===== src/rtl/serial_adder.sv =====
// Bit-serial WIDTH-bit adder: operands shift LSB-first through one full-adder slice
// with a registered carry, and the sum is reassembled in a shift register.
module serial_adder #(
   parameter int unsigned WIDTH = 8
) (
   input  logic             clk,
   input  logic             rst_n,
   input  logic             start,
   input  logic [WIDTH-1:0] a,
   input  logic [WIDTH-1:0] b,
   input  logic             cin,
   output logic             busy,
   output logic             done,
   output logic [WIDTH-1:0] sum,
   output logic             cout
);

   localparam int unsigned CW = $clog2(WIDTH) + 1;

   typedef enum logic [1:0] {
      IDLE  = 2'd0,
      SHIFT = 2'd1,
      DONE  = 2'd2
   } state_t;

   state_t           state, state_nx;
   logic [WIDTH-1:0] a_sr, a_sr_nx;
   logic [WIDTH-1:0] b_sr, b_sr_nx;
   logic [WIDTH-1:0] s_sr, s_sr_nx;
   logic             c, c_nx;
   logic [CW-1:0]    cnt, cnt_nx;
   logic             busy_nx, done_nx, cout_nx;
   logic [WIDTH-1:0] sum_nx;

   // Full-adder slice on the current LSBs and the sum register after this bit is inserted
   logic             bit_s, bit_c;
   logic [WIDTH-1:0] s_sr_shift;

   assign bit_s = a_sr[0] ^ b_sr[0] ^ c;
   assign bit_c = (a_sr[0] & b_sr[0]) | (a_sr[0] & c) | (b_sr[0] & c);

   generate
      if (WIDTH == 1) begin : g_narrow
         assign s_sr_shift = bit_s;
      end else begin : g_wide
         assign s_sr_shift = {bit_s, s_sr[WIDTH-1:1]};
      end
   endgenerate

   // Next-state and next-output logic
   always_comb begin
      state_nx = state;
      a_sr_nx  = a_sr;
      b_sr_nx  = b_sr;
      s_sr_nx  = s_sr;
      c_nx     = c;
      cnt_nx   = cnt;
      busy_nx  = 1'b0;
      done_nx  = 1'b0;
      sum_nx   = sum;
      cout_nx  = cout;
      case (state)
         IDLE: begin
            if (start) begin
               state_nx = SHIFT;
               a_sr_nx  = a;
               b_sr_nx  = b;
               c_nx     = cin;
               cnt_nx   = '0;
               busy_nx  = 1'b1;
            end
         end
         SHIFT: begin
            busy_nx = 1'b1;
            c_nx    = bit_c;
            s_sr_nx = s_sr_shift;
            a_sr_nx = a_sr >> 1;
            b_sr_nx = b_sr >> 1;
            cnt_nx  = cnt + CW'(1);
            if (cnt == CW'(WIDTH - 1)) begin
               state_nx = DONE;
               busy_nx  = 1'b0;
               done_nx  = 1'b1;
               sum_nx   = s_sr_shift;
               cout_nx  = bit_c;
            end
         end
         DONE: begin
            state_nx = IDLE;
         end
         default: begin
            state_nx = IDLE;
         end
      endcase
   end

   // State and datapath registers with synchronous reset
   always_ff @(posedge clk) begin
      if (!rst_n) begin
         state <= IDLE;
         a_sr  <= '0;
         b_sr  <= '0;
         s_sr  <= '0;
         c     <= 1'b0;
         cnt   <= '0;
         busy  <= 1'b0;
         done  <= 1'b0;
         sum   <= '0;
         cout  <= 1'b0;
      end else begin
         state <= state_nx;
         a_sr  <= a_sr_nx;
         b_sr  <= b_sr_nx;
         s_sr  <= s_sr_nx;
         c     <= c_nx;
         cnt   <= cnt_nx;
         busy  <= busy_nx;
         done  <= done_nx;
         sum   <= sum_nx;
         cout  <= cout_nx;
      end
   end

endmodule


===== config.mk =====
export PLATFORM = sky130hd
export DESIGN_NAME = serial_adder
export DESIGN_NICKNAME = d
export VERILOG_FILES = /design/src/rtl/serial_adder.sv
export SDC_FILE = /design/constraint.sdc
export NUM_CORES = 1
export LEC_CHECK = 0
export CAP_MARGIN = 20
export CORE_ASPECT_RATIO = 0.75
export CORE_UTILIZATION = 45
export DETAILED_ROUTE_END_ITERATION = 12
export PLACE_DENSITY = 0.75
export RECOVER_POWER = 25
export SYNTH_ARGS = -nofsm -noshare
export SYNTH_HDL_FRONTEND = slang
export SYNTH_SLANG_ARGS = --single-unit
export TNS_END_PERCENT = 1

===== constraint.sdc =====
create_clock -name clk -period 1.45 [get_ports clk]
set_clock_uncertainty 0.05 [all_clocks]
set_input_delay 0.2175 -clock clk [delete_from_list [all_inputs] [get_ports clk]]
set_output_delay 0.2175 -clock clk [all_outputs]
set_load 0.03 [all_outputs]

==> qor.csv, run 1 <==
stage,metric,value,unit
timing,finalSetupViolCount,0,
worst_setup_path,reg2reg_to,sum[5],
yosys,synth_simple_gate_area_share,21.95,%
yosys,yosysTopAreaCell,dfxtp_1,
yosys,synth.most_common_cell,dfxtp_1,
timing,worstMarginPinSlew,0.4690,ns
timing,min_period,1.432,ns
yosys,yosysTopAreaCellShare,46.29,%
worst_setup_path,crit_cells,4,
worst_setup_path,cp.required,1.62,ns
worst_setup_path,critPathArrivalTime,1.60,ns
power,vdd_drop_max,0.5244,mV
yosys,postSynth.asyncResetShare,0,%
worst_setup_path,crit_buf_inv,1,
worst_setup_path,r2r_cells,4,
yosys,synth_compound_area_share,19.05,%
power,power_leakage,0.9129,nW
yosys,ys_ff_latch,41,
finish,design_area,0.002291,mm^2
placed_design,portBuffers,30,
finish,fillCellCount,338,
floorplanning,die_w,74.48,um
detailed_routing,vias,1494,
floorplanning,die_h,56.36,um
power,switching_share,21.76,%
clock_network,cts_tree,yes,
min_path,hp-start,sum[6],
yosys,synth_top_cells_by_area,"dfxtp_1, o221a_2, nand2_1",
finish,drive_above_1_share,17.95,%
timing,tns,0,ns
global_route,grt_max_degree,18,
global_route,grt_pass1_vias,1318,
min_path,whs_path_depth,2,
yosys,synth_top_family_by_area,simple AND/OR/NAND/NOR gates,
yosys,ys_top_cells_by_count,"dfxtp_1, nand2_1, a21oi_1",
power,p_sw,0.5633,mW
finish,nets,255,
worst_setup_path,timing.rr.start,state[1],
worst_setup_path,crit_start,state[1],
floorplanning,core,0.003709,mm^2
clock_network,cts_buffers,5,
worst_setup_path,crit_family,simple AND/OR/NAND/NOR gates,
floorplanning,io_pins,31,
yosys,synth_area,0.001773,mm^2
timing,report.final.slew_viol_count,0,
floorplanning,die_area,0.004198,mm^2
timing,finalCritPeriodShare,98.78,%
clock_network,clock_sink_count,41,
placed_design,placed_cell_area,0.002141,mm^2
finish,final_cells,286,
finish,antenna_cells,0,
power,seq_power_share,46.8,%
detailed_routing,wl_per_cell,13.28,um
clock_network,worstSkewPairLatency,0.29,ns
worst_setup_path,path_class,flip-flop to flip-flop,
yosys,synthAdderAreaFrac,1.835,%
yosys,synthMuxAreaShare,5.081,%
power,power_density,1130,mW/mm^2
timing,hold_viol,0,
placed_design,gp_congestion,0.7480,
power,p_clk_share,41.4,%
worst_setup_path,path_max_fanout,6,
detailed_routing,antenna_violating_nets_post_route,0,
global_route,grt_pass1_wl,6030,um
finish,regArea,823.3,um^2
yosys,synth-main-ff-cell,dfxtp_1,
yosys,synth.net_count,221,
finish,multiInputGateArea,869.6,um^2
clock_network,cts-root-buf,clkbuf_8,
finish,area_delta_synth_final,29.22,%
timing,fmax,698.2,MHz
yosys,ys_types,29,
yosys,synth-seq-area-share,46.29,%
detailed_routing,drc,0,
placed_design,place_hpwl,2381,um
clock_network,htreeDepth,2,
worst_setup_path,critPathLaunchType,flip-flop,
yosys,synthCells,199,
worst_setup_path,cp_cell_sequence,buf_4 > and2b_2 > and4b_4 > mux2i_1,
detailed_routing,vias_per_cell,5.224,
yosys,yosys_warnings,0,
clock_network,clk_pin_slew,0.08,ns
worst_setup_path,cp-end-kind,flip-flop,
floorplanning,row_count,19,
floorplanning,initial_utilization,47.81,%
global_route,overflow,0,
detailed_routing,wl,3797,um
timing,hold-worst-slack,0.4051,ns
yosys,synth-edff-count,0,
global_route,grt_usage,18.75,%
power,combPwrFrac,11.8,%
yosys,syn-mean-instance-area,8.909,um^2
detailed_routing,firstDrtPassIters,4,
yosys,synth_xor_area_share,0,%
worst_setup_path,slowest_stage,dfxtp_2,
placed_design,dp_cells,277,
detailed_routing,dr.first_iter.drc_count,116,
timing,rsz0062_at_grt,true,
worst_setup_path,reg2reg_slack,0.02,ns
worst_setup_path,cp_slowest_stage_delay,0.36,ns
clock_network,cts.path.max_buffers,2,
timing,slew_headroom,68.70,%
clock_network,cts_hold_buf,0,
min_path,hold_path_class,flip-flop to flip-flop,
min_path,hold_end,sum[6],
run_status,status,"complete, no violations",
run,drv_cap,0,
global_route,antenna_found_initial,0,
power,p_int,2.026,mW
==> logic make-up after synthesis <==
| kind of cell | after synthesis |
|---|---|
| and+or+nand+nor | 83 |
| adders and majority gates | 2 |
| buffers and inverters | 19 |
| muxes | 9 |
| AOI/OAI and AO/OA | 45 |
| DFF | 41 |
==> power by group through the flow <==
stage	logic, mW	clock network, mW	registers, mW
2_1_floorplan	0.192	0	1.23
3_3_place_gp	0.292	0	1.23
3_5_place_dp	0.298	0	1.24
4_1_cts	0.300	1.08	1.21
5_1_grt	0.337	1.14	1.22
6_report	0.305	1.07	1.21
==> sequential cells by signal, summed over array words and instances, names as in the netlist, 2 cells and up <==
name / cells
state: 2
cnt: 4
a_sr: 8
b_sr: 8
sum: 8
s_sr: 7
==> layer usage <==
layer | GRT usage (%) | vias up | part of all wire, %
li1 | - | 759 | -
met1 | 26.66 | 694 | 50
met2 | 27.28 | 36 | 44
met3 | 5.027 | 5 | 4.5
met4 | 6.199 | 0 | 1.1
met5 | 0 | - | 0
==> final cells by class <==
type                    count  area share (%)
multi-input cells         140           37.96
clock buffers               5           3.004
repair buffers             43           17.09
flip-flops and latches     41           35.94
well taps                  52           2.840
inverters                   2          0.3277
clock inverters             3           2.840
==> per-stage QoR <==
| stage | worst slack (ns) | total power, mW | utilization (%) |
|---|---|---|---|
| finish | 0.01771 | 2.589 | 61.77 |
| global route | -0.04742 | 2.691 | 61.77 |
| CTS | 0.01799 | 2.595 | 61.13 |
| detailed placement | -0.5273 | 1.533 | 57.73 |
| global placement | -0.5188 | 1.527 | 57.73 |
| floorplan | 0.08216 | 1.424 | - |
==> timing repair <==
action | CTS | global route
gates cloned | 0 | 1
buffers inserted | 0 | 0
endpoints found under the setup margin | 28 | 26
gates resized for setup | 13 | 5
==> cell usage in the layout (no fill, tap or decap), types with 2 or more instances in the layout <==
cell type and n:
a21oi_1 23, a22oi_1 3, and2_1 2, buf_4 11
buf_6 2, bufinv_16 2, clkbuf_8 5, clkdlybuf4s50_1 19
dfxtp_1 39, dfxtp_2 2, dlygate4sd2_1 11, inv_1 2
mux2i_1 9, nand2_1 36, nand3_1 2, nor2_1 19
nor2b_1 14, nor3_1 2, nor3b_1 2, o221a_2 15
==> worst register-to-register path, stage by stage, from the launching register on <==
cell and delay (ns):
dfxtp_2 0.36, buf_4 0.15, and2b_2 0.24, and4b_4 0.34, mux2i_1 0.22
==> how the worst max path moves through the flow <==
stage | end
final | sum[5]
after global routing | sum[5]
after CTS | sum[5]
after detailed placement | a_sr[5]
after global placement | a_sr[5]
after floorplan | cout
No activity file was read; power rests on OpenSTA's default activity.
==> inputs of run 2 (changes only) <==
Settings changed: CORE_UTILIZATION 45 to 30, PLACE_DENSITY 0.75 to 0.55, SLEW_MARGIN from default to 20.
==> run 2 against run 1 <==
Flip-flop and latch count did not move. Core utilization fell by 20 points. Hold slack improved by 0.0048 ns. Clock-buffer cell count did not move. Sequential share of layout area fell by 0.050 points. Power fell by 13%. Setup slack improved by 0.095 ns. Via count fell by 4.3%. Global-route usage fell by 6.0 points.
==> qor.csv, run 2 (synthesis gave the netlist of run 1 again) <==
stage,metric,value,unit,change
min_path,hold_path_class,flip-flop to flip-flop,,
timing,report.final.slew_viol_count,0,,unchanged
clock_network,cts-root-buf,clkbuf_8,,
floorplanning,io_pins,31,,unchanged
detailed_routing,wl_per_cell,11.61,um,-13%
worst_setup_path,slowest_stage,dfxtp_1,,
timing,tns,0,ns,unchanged
clock_network,cts_buffers,5,,unchanged
timing,hold-worst-slack,0.4099,ns,+0.004769 ns
timing,fmax,747.8,MHz,+7.1%
detailed_routing,dr.first_iter.drc_count,50,,-57%
placed_design,pre_cts_ws,-0.08645,ns,+0.4409 ns
detailed_routing,vias,1430,,-4.3%
placed_design,portBuffers,30,,unchanged
run_status,status,"complete, no violations",,
finish,area_delta_synth_final,29.00,%,
global_route,grt_pass1_vias,1309,,-0.68%
global_route,antenna_found_initial,0,,unchanged
run,drv_cap,0,,unchanged
global_route,grt_pass1_wl,6134,um,+1.7%
finish,fillCellCount,561,,+66%
power,power.total,2.247,mW,-13%
floorplanning,initial_utilization,32.09,%,-16 points
placed_design,placed_cell_area,0.002217,mm^2,+3.6%
worst_setup_path,cp-end-kind,flip-flop,,
timing,finalCritPeriodShare,92.22,%,-6.6 points
finish,multiInputGateArea,849.6,um^2,-2.3%
timing,hold_viol,0,,unchanged
detailed_routing,firstDrtPassIters,4,,unchanged
floorplanning,row_count,23,,+4
finish,mostFrequentLayoutCells,"dfxtp_1, nand2_1, a21oi_1",,
clock_network,cts_hold_buf,0,,unchanged
finish,drive_above_1_share,16.95,%,-1.0 points
clock_network,cts.path.max_buffers,2,,unchanged
power,power_leakage,0.9017,nW,-1.2%
detailed_routing,drc,0,,unchanged
finish,nets,257,,+0.78%
worst_setup_path,path_class,flip-flop to flip-flop,,
finish,final_common_cell,dfxtp_1,,
finish,antenna_cells,0,,unchanged
floorplanning,die_h,68.58,um,+22%
clock_network,htreeDepth,2,,unchanged
global_route,grt_max_degree,34,,+16
worst_setup_path,cp_slowest_stage_delay,0.36,ns,about the same
finish,design_area,0.002287,mm^2,-0.16%
worst_setup_path,cp.required,1.62,ns,about the same
clock_network,cts_tree,yes,,
timing,worstMarginPinSlew,0.4607,ns,-0.008339 ns
detailed_routing,wl,3611,um,-4.9%
floorplanning,die_w,90.77,um,+22%
timing,rsz0062_at_grt,false,,
placed_design,gp_congestion,0.7934,,+6.1%
floorplanning,core,0.005525,mm^2,+49%
floorplanning,die_area,0.006225,mm^2,+48%
placed_design,place_hpwl,2520,um,+5.8%
finish,regArea,820.8,um^2,-0.30%
worst_setup_path,path_max_fanout,6,,unchanged
power,vdd_drop_max,0.3196,mV,-39%
global_route,overflow,0,,unchanged
timing,worst_slack,0.1128,ns,+0.09507 ns
worst_setup_path,critPathArrivalTime,1.51,ns,-0.09 ns
worst_setup_path,critPathLaunchType,flip-flop,,
timing,finalSetupViolCount,0,,unchanged
clock_network,clock_sink_count,41,,unchanged
global_route,grt_usage,12.79,%,-6.0 points
clock_network,worstSkewPairLatency,0.30,ns,about the same
worst_setup_path,crit_buf_inv,1,,unchanged
power,power_density,982.5,mW/mm^2,-13%
finish,top_regs,"a_sr x8, b_sr x8, sum x8",,
clock_network,clk_pin_slew,0.08,ns,about the same
detailed_routing,vias_per_cell,4.598,,-12%
timing,min_period,1.337,ns,-0.09507 ns
worst_setup_path,cp_cell_sequence,buf_4 > nand2b_1 > or3_1 > a31oi_1,,
detailed_routing,antenna_violating_nets_post_route,0,,unchanged
timing,slew_headroom,69.25,%,+0.56 points
worst_setup_path,crit_family,simple AND/OR/NAND/NOR gates,,
## run 2: stage by stage
step	utilization [%]	cells
floorplan	-	199
global placement	40.13	303
detailed placement	40.13	303
CTS	41.44	311
global route	41.39	311
finish	41.39	311
## run 2: power breakdown
group,total (mW),switching [mW],internal (mW)
Clock,0.729,0.397,0.332
Sequential,1.21,0.0306,1.18
Combinational,0.310,0.137,0.172
Total,2.25,0.565,1.68
## run 2: tightest hold or removal path, delay by kind of cell, from the launching register on
kind	cells	cell delay, ns
DFF	1	0.31
muxes	1	0.06
and+or+nand+nor	1	0.05
## run 2: worst paths after layout
check	startpoint	end	slack (ns)	cells after the start
worst max-delay path	state[1]	cnt[3]	0.11	4
worst min-delay path	sum[3]	sum[3]	0.41	2
worst max register to register	state[1]	cnt[3]	0.11	4
worst min register to register	sum[3]	sum[3]	0.41	2
## run 2: what timing repair did
item / CTS / global route
resized for setup: 11 / 0
setup endpoints to repair: 11 / 0
setup buffers: 0 / 0
endpoints found under the hold margin: 0 / 0
## run 2: routing by layer
metal  vias to the layer above  wire (um)  global-route usage (%)
met5                         -          0                       0
met1                       636       2026                   17.11
li1                        762          -                       -
met4                         0         83                   6.548
met3                         7        135                   3.728
met2                        25       1366                   18.94
## run 2: final cells by class
| class | instances | area share, % |
|---|---|---|
| multi-input combinational | 139 | 37.14 |
| sequential | 41 | 35.89 |
| timing repair buffer | 46 | 18.76 |
| tap | 75 | 4.103 |
| clock buffer | 5 | 3.009 |
| clock inverter | 3 | 0.7659 |
| inverter | 2 | 0.3282 |
==> inputs of run 3 (changes only) <==
Settings changed: CTS_CLUSTER_SIZE from default to 16, HOLD_SLACK_MARGIN from default to 0.02.
==> results of run 3 <==
No change in the layout: final DEF, timing and power equal those of run 2.
